<file path="src/rtl/wb_slave_regfile.sv">
// wb_slave_regfile: Wishbone classic slave fronting a bank of NREGS
// byte-addressable 32-bit registers, with WAIT_CYCLES wait states before
// a single-cycle registered response (ACK, ERR or RTY).
//
// Optional feature: define WB_SLAVE_RTY_EN to let lock_i turn valid
// accesses into RTY terminations (writes discarded). Without it lock_i is
// ignored and RTY_O stays 0.
//
// Ports:
//   CLK_I           clock, rising edge
//   RST_I           synchronous reset, active-low
//   CYC_I, STB_I    bus cycle / strobe; request sampled when both high in IDLE
//   WE_I            1 = write, 0 = read
//   ADR_I           byte address
//   SEL_I           byte enables
//   DAT_I           write data
//   TAG_I           data tag, echoed on TAG_O with the response
//   lock_i          register bank locked (WB_SLAVE_RTY_EN only)
//   DAT_O           read data while ACK_O, else 0
//   TAG_O           captured tag while any response is high, else 0
//   ACK_O/ERR_O/RTY_O  single-cycle termination strobes
//   regs_o          flat register contents, reg k at [32k+31:32k]
module wb_slave_regfile #(
  parameter int ADR_W       = 32,
  parameter int DATA_W      = 32,
  parameter int TAG_W       = 4,
  parameter int NREGS       = 8,
  parameter int WAIT_CYCLES = 0
) (
  input  logic                    CLK_I,
  input  logic                    RST_I,
  input  logic                    CYC_I,
  input  logic                    STB_I,
  input  logic                    WE_I,
  input  logic [ADR_W-1:0]        ADR_I,
  input  logic [3:0]              SEL_I,
  input  logic [DATA_W-1:0]       DAT_I,
  input  logic [TAG_W-1:0]        TAG_I,
  input  logic                    lock_i,
  output logic [DATA_W-1:0]       DAT_O,
  output logic [TAG_W-1:0]        TAG_O,
  output logic                    ACK_O,
  output logic                    ERR_O,
  output logic                    RTY_O,
  output logic [NREGS*DATA_W-1:0] regs_o
);

  localparam int IDX_W = $clog2(NREGS);

  localparam logic [1:0] S_IDLE = 2'd0;
  localparam logic [1:0] S_WAIT = 2'd1;
  localparam logic [1:0] S_RESP = 2'd2;

  logic [1:0]        state;
  logic [3:0]        cnt;
  logic [ADR_W-1:0]  adr_q;
  logic              we_q;
  logic [3:0]        sel_q;
  logic [DATA_W-1:0] dat_q;
  logic [TAG_W-1:0]  tag_q;
  logic              lock_q;
  logic [DATA_W-1:0] regs [NREGS];

  // lock as seen by the FSM; forced low when retry support is compiled out
  logic lock_now;
`ifdef WB_SLAVE_RTY_EN
  assign lock_now = lock_i;
`else
  logic lock_unused;
  assign lock_unused = lock_i;
  assign lock_now    = 1'b0;
`endif

  logic             adr_err;
  logic             do_retry;
  logic [IDX_W-1:0] idx;

  // Full-width range compare so high address bits never alias into the bank
  assign adr_err  = (adr_q[1:0] != 2'b00) || (adr_q >= ADR_W'(NREGS * 4));
  assign do_retry = lock_q && !adr_err;
  assign idx      = adr_q[2 +: IDX_W];

  always_ff @(posedge CLK_I) begin
    if (!RST_I) begin
      state  <= S_IDLE;
      cnt    <= '0;
      adr_q  <= '0;
      we_q   <= 1'b0;
      sel_q  <= '0;
      dat_q  <= '0;
      tag_q  <= '0;
      lock_q <= 1'b0;
      ACK_O  <= 1'b0;
      ERR_O  <= 1'b0;
      RTY_O  <= 1'b0;
      DAT_O  <= '0;
      TAG_O  <= '0;
      for (int unsigned k = 0; k < NREGS; k++) regs[k] <= '0;
    end else begin
      // Response strobes default low so they never last two cycles
      ACK_O <= 1'b0;
      ERR_O <= 1'b0;
      RTY_O <= 1'b0;
      DAT_O <= '0;
      TAG_O <= '0;
      case (state)
        S_IDLE: begin
          if (CYC_I && STB_I) begin
            adr_q <= ADR_I;
            we_q  <= WE_I;
            sel_q <= SEL_I;
            dat_q <= DAT_I;
            tag_q <= TAG_I;
            if (WAIT_CYCLES == 0) begin
              lock_q <= lock_now;
              state  <= S_RESP;
            end else begin
              cnt   <= 4'(WAIT_CYCLES - 1);
              state <= S_WAIT;
            end
          end
        end
        S_WAIT: begin
          if (!CYC_I) begin
            state <= S_IDLE;
          end else if (cnt == 4'd0) begin
            lock_q <= lock_now;
            state  <= S_RESP;
          end else begin
            cnt <= cnt - 4'd1;
          end
        end
        S_RESP: begin
          state <= S_IDLE;
          TAG_O <= tag_q;
          if (adr_err) begin
            ERR_O <= 1'b1;
          end else if (do_retry) begin
            RTY_O <= 1'b1;
          end else begin
            ACK_O <= 1'b1;
            if (we_q) begin
              for (int unsigned b = 0; b < 4; b++)
                if (sel_q[b]) regs[idx][8*b +: 8] <= dat_q[8*b +: 8];
            end else begin
              DAT_O <= regs[idx];
            end
          end
        end
        default: state <= S_IDLE;
      endcase
    end
  end

  always_comb begin
    regs_o = '0;
    for (int unsigned k = 0; k < NREGS; k++) regs_o[k*DATA_W +: DATA_W] = regs[k];
  end

endmodule

</file>
<file path="config.mk">
export PLATFORM = sky130hd
export DESIGN_NAME = wb_slave_regfile
export DESIGN_NICKNAME = d
export VERILOG_FILES = /design/src/rtl/wb_slave_regfile.sv
export SDC_FILE = /design/constraint.sdc
export NUM_CORES = 1
export LEC_CHECK = 0
export ABC_AREA = 0
export BUFFER_PORTS_ARGS = -buffer_cell sky130_fd_sc_hd__buf_2
export CAP_MARGIN = 30
export CORE_MARGIN = 2
export CORE_UTILIZATION = 48
export CTS_CLUSTER_DIAMETER = 50
export DETAILED_ROUTE_END_ITERATION = 16
export PLACE_DENSITY = 0.76
export SYNTH_ARGS = -nofsm -noshare
export SYNTH_HDL_FRONTEND = slang
export SYNTH_SLANG_ARGS = --single-unit
</file>
<file path="constraint.sdc">
create_clock -name CLK_I -period 2.1 [get_ports CLK_I]
set_input_delay 0.21 -clock CLK_I [delete_from_list [all_inputs] [get_ports CLK_I]]
set_output_delay 0.21 -clock CLK_I [all_outputs]
set_load 0.005 [all_outputs]
</file>
## Word level (Yosys, flattened, before mapping)

Memories as Yosys holds them, arrays and structs flattened. A register that Yosys moved wholly into a read port is not among the register bits.
Index checks and enable logic that the tools add are counted.

- Add/sub/neg operators: 1
- Magnitude comparators: 1
- Eq/ne operators: 6
- Multiplexer cells: 43
- Bitwise gates (word level): 3
- Reduce and logical (&&, ||, !) cells: 16

Operators with widths:

| operator | number |
|---|---|
| two-way mux 1 bit | 35 |
| greater-or-equal comparator 32 x 6 -> 1 bit, second input constant | 1 |
| two-way mux 32 bit | 1 |
| OR reduction 32 bit | 1 |
| two-way mux 2 bit | 3 |
| inequality test 2 bit, second input constant | 3 |
| AND reduction 2 bit | 3 |
| OR reduction 5 bit | 1 |
| zero test 4 bit | 1 |
| two-way mux 4 bit | 1 |
| case mux 2 bit (2 select lines) | 1 |
| AND reduction 4 bit | 1 |
| nonzero test 2 bit | 2 |
| subtractor 4 x 1 -> 4 bit, second input constant | 1 |
| two-way mux 3 bit | 1 |
| inequality test 3 bit, second input constant | 1 |
| NOT 1 bit | 3 |
| AND reduction 3 bit | 1 |
| OR reduction 3 bit | 1 |
| == test 2 x 1 -> 1 bit, second input constant | 1 |
| == test 2 bit, second input constant | 1 |
| logical AND 1 bit | 2 |
| zero test 2 bit | 1 |
| case mux 1 bit (2 select lines) | 1 |
| other kinds (2) | 2 |

- Bits in registers: 87
- Bits in writable memories: 256
- Memories kept: 1

Memories:

| name | depth | bits a word | rd ports | clocked after memory_dff | wr ports | RTL line | source |
|---|---|---|---|---|---|---|---|
| regs | 8 | 32 | 9 | 1 | 8 | 62 | `logic [DATA_W-1:0] regs [NREGS];` |

## Longest topological paths before layout

- Depth after elaboration: 11
- Depth in mapped cells: 8
- Mapped depth without buffers: 4

## Worst setup path before layout

No wires, ideal clock.

- Kind: reg2reg
- Start point: reg adr_q[11]
- End point: mem regs[4][0], enable pin
- Library setup time: 384 ps
- Data arrival time: 1814 ps
- Slack: -98 ps
- Cell stages (with the launch flop): 6
- Period minus slack after synthesis: 2198 ps
- Cells stage by stage: dfxtp_1 > nor4_1 > and4_2 > buf_12 > nand4_4 > o21ai_0

RTL lines:

| element | RTL line | source |
|---|---|---|
| start: declaration | 56 | `logic [ADR_W-1:0] adr_q;` |
| start signal: assignment | 87 | `adr_q <= '0;` |
| start signal: assignment | 109 | `adr_q <= ADR_I;` |
| end: declaration | 62 |  |

==> flow_metrics.tcl <==
set metrics [dict create \
    met2_usage_pct 47.2 \
    synth_commonest_cells "nor2_1 (284), edfxtp_1 (256), nand2_1 (195)" \
    setup_viol 0 \
    die_h_um 183 \
    wire_per_inst_um 22.1 \
    numCtsBuffers 41 \
    row_count 65 \
    fin_crit_ns 2.04 \
    cp.arrival_ns 2.28 \
    avgViaCountPerCell 5.57 \
    dr_total_vias 12300 \
    fmax_mhz 491 \
    cts-root-buf "clkbuf_16" \
    crit_family "simple AND/OR/NAND/NOR gates" \
    drcViolationCount 0 \
    num-fill-cells 2409 \
    cp_max_fo 10 \
    multi_input_area_um2 4780 \
    track_usage_pct 28.6 \
    grt_pass1_vias 12000 \
    cts_sinks 368 \
    ys_types 49 \
    dr.pass1.iters 7 \
    clkTransAtPathRegs_ns 0.06 \
    comb_power_share_pct 8.0 \
    syn-num-nets 1340 \
    worst_pin_slew_ns 0.593 \
    synth-edff-count 256 \
    fin_nets 1845 \
    pwr-share-clk_pct 42.2 \
    worstSetupPathDepth 7 \
    hold_path.class "primary input to flop" \
    clock_latency_ns 0.54 \
    switching_share_pct 23.4 \
    post-route-util_pct 63.8 \
    fin_skew_ns 0.0220 \
    cap_violations 0 \
    initialDrtViolationCount 1247 \
    slew_violations 0 \
    hold_violations 0 \
    critical_path.max_stage_delay_ns 0.33 \
    critPathKind "flop to flop" \
    rr_endpoint "regs[2][3]" \
    clockBufferDepth 3 \
    r2r-start "adr_q[31]" \
    power_density_nw_per_um2 816 \
    dpl-instance-area_um2 17900 \
    hpwl_um 34300 \
    irDropWorstVdd_mv 0.662 \
    synth_area_um2 15300 \
    initial_core_util_pct 48.7 \
    p_leak_nw 7.83 \
    synthFlopType "edfxtp_1" \
    p_int_mw 12.6 \
    fp.coreArea_um2 31500 \
    finalCritPeriodShare_pct 97.0 \
    rrSetupSlack_ns 0.06 \
    p_switching_mw 3.84 \
    synth_largest_area_cell "edfxtp_1" \
    grt_max_degree 107 \
    n_antenna_cell 0 \
    finalInstanceArea_um2 20100 \
    ys_ff_latch 368 \
    io_buffers 370 \
    yosys_warnings 0 \
    gr-usage-met1_pct 36.7 \
    critPathBufInv 3 \
    worstRegToRegCells 7 \
    synth.area.top_cells "edfxtp_1 (50%), dfxtp_1 (15%), nor2_1 (7.0%), nand2_1 (4.8%), mux4_2 (4.1%)" \
    async_flop_share_pct 0 \
    htree_levels 2 \
    die_area_um2 33400 \
    drive_gt1_share_pct 34.8 \
    avgSynthCellArea_um2 12.1 \
    ff_latch_area_um2 9940 \
    critical_path.startpoint "adr_q[31]" \
    crit_chain "nor4_2, and4_4, buf_12, nand4_4, buf_6, o21ai_2, buf_4" \
    die_x_um 183 \
    end_kind "flop" \
    ys_seq_area_share_pct 64.8 \
    antenna_found_initial 0 \
    rsz0062_at_grt "true" \
    gp_congestion 0.906 \
    ant_nets 0 \
    slew-limit-headroom_pct 60.3 \
    io_pins 373 \
    netlist.area_leader.share_pct 50.2 \
    outcome "complete, no violations" \
    yosysMostFrequentCell "nor2_1" \
    use_met3_pct 6.35 \
    slowest_stage "dfxtp_1" \
    grt_busiest_layer "met2" \
    crit_path_start_kind "flop" \
    grt_pass1_wl_um 71400 \
    wirelength_um 48700 \
    grt-ovfl-total 0 \
    synthCells 1262 \
    seqPwrFrac_pct 49.7 \
    required_ns 2.34 \
    area_delta_synth_final_pct 31.2 \
    cts_tree "done" \
    cp-endpoint "regs[2][3]" \
]
==> sequential cells by signal (all words and copies together), names as in the netlist <==
signal,flops
regs,256
TAG_O,4
ERR_O,1
DAT_O,32
sel_q,4
we_q,1
dat_q,32
state,1
ACK_O,1
tag_q,4
adr_q,32
==> cell type report <==
type / instances / area share [%]
well taps: 402 / 2.50
clock buffers: 57 / 5.82
multi-input cells: 800 / 23.8
repair buffers: 555 / 17.6
flip-flops and latches: 368 / 49.5
inverters: 1 / 0.0187
clock inverters: 19 / 0.772
==> worst reg2reg max path, cell delays in order, from the launching register on <==
cell	delay [ns]
dfxtp_1	0.33
nor4_2	0.29
and4_4	0.28
buf_12	0.16
nand4_4	0.15
buf_6	0.19
o21ai_2	0.15
buf_4	0.19
==> per-layer routing <==
metal / wire, µm / part of all wire, %
met5: 0 / 0
met4: 1990 / 4.1
met3: 4640 / 9.5
met2: 23300 / 48
met1: 18800 / 39
==> power groups by stage <==
stage / Sequential, mW / Combinational (mW) / Clock [mW]
after floorplan: 8.25 / 0.634 / 0
after global placement: 8.30 / 1.13 / 0
after detailed placement: 8.30 / 1.17 / 0
after CTS: 8.15 / 1.28 / 6.96
after global routing: 8.17 / 1.41 / 7.30
final: 8.16 / 1.32 / 6.92
==> cells in the final DEF (no fill, tap or decap), drive strengths merged, types with 15 or more instances in the layout <==
master	count
buf	483
a21oi	18
mux2	16
o21ai	40
mux4	28
nand2	195
clkbuf	57
edfxtp	256
a22oi	15
a21boi	73
mux2i	30
dfxtp	112
dlygate4sd3	72
nor2	285
==> cells by family (layout without fill, tap and decap cells) <==
| logic type | after synthesis | after routing | synth area share [%] |
|---|---|---|---|
| flops | 368 | 368 | 64.8 |
| compound gates | 193 | 193 | 8.81 |
| mux | 74 | 74 | 7.25 |
| simple gates | 532 | 532 | 14.7 |
| other cells | 1 | 1 | 0.0245 |
| buf+inv | 94 | 632 | 4.39 |
==> metrics by stage <==
stage / setup WS (ns) / TNS (ns) / hold WS, ns / total power, mW / cells
finish: 0.0632 / 0 / 0.0188 / 16.4 / 2202
global route: -0.0104 / -0.0925 / 0.0145 / 16.9 / 2202
CTS: 0.00654 / 0 / 0.00899 / 16.4 / 2195
detailed placement: -0.0789 / -1.41 / 0.453 / 9.47 / 2045
global placement: -0.0468 / -0.621 / 0.446 / 9.43 / 2045
floorplan: -0.0978 / -19.97 / 0.355 / 8.88 / 1262
==> how the worst min path moves through the flow <==
stage / startpoint / end / cells past startpoint
6_report: ADR_I[24] / adr_q[24] / 3
5_1_grt: RST_I / sel_q[1] / 2
4_1_cts: ADR_I[24] / adr_q[24] / 3
3_5_place_dp: tag_q[3] / tag_q[3] / 2
3_3_place_gp: tag_q[2] / tag_q[2] / 2
2_1_floorplan: ADR_I[31] / adr_q[31] / 2
==> what timing repair did <==
action	4_1_cts	5_1_grt
buffers inserted	2	7
hold buffers	72	0
endpoints found under the hold margin	72	0
setup endpoints to repair	63	241
resized for setup	6	32
pin swaps	2	2
Power figures use the tool's default switching activity.
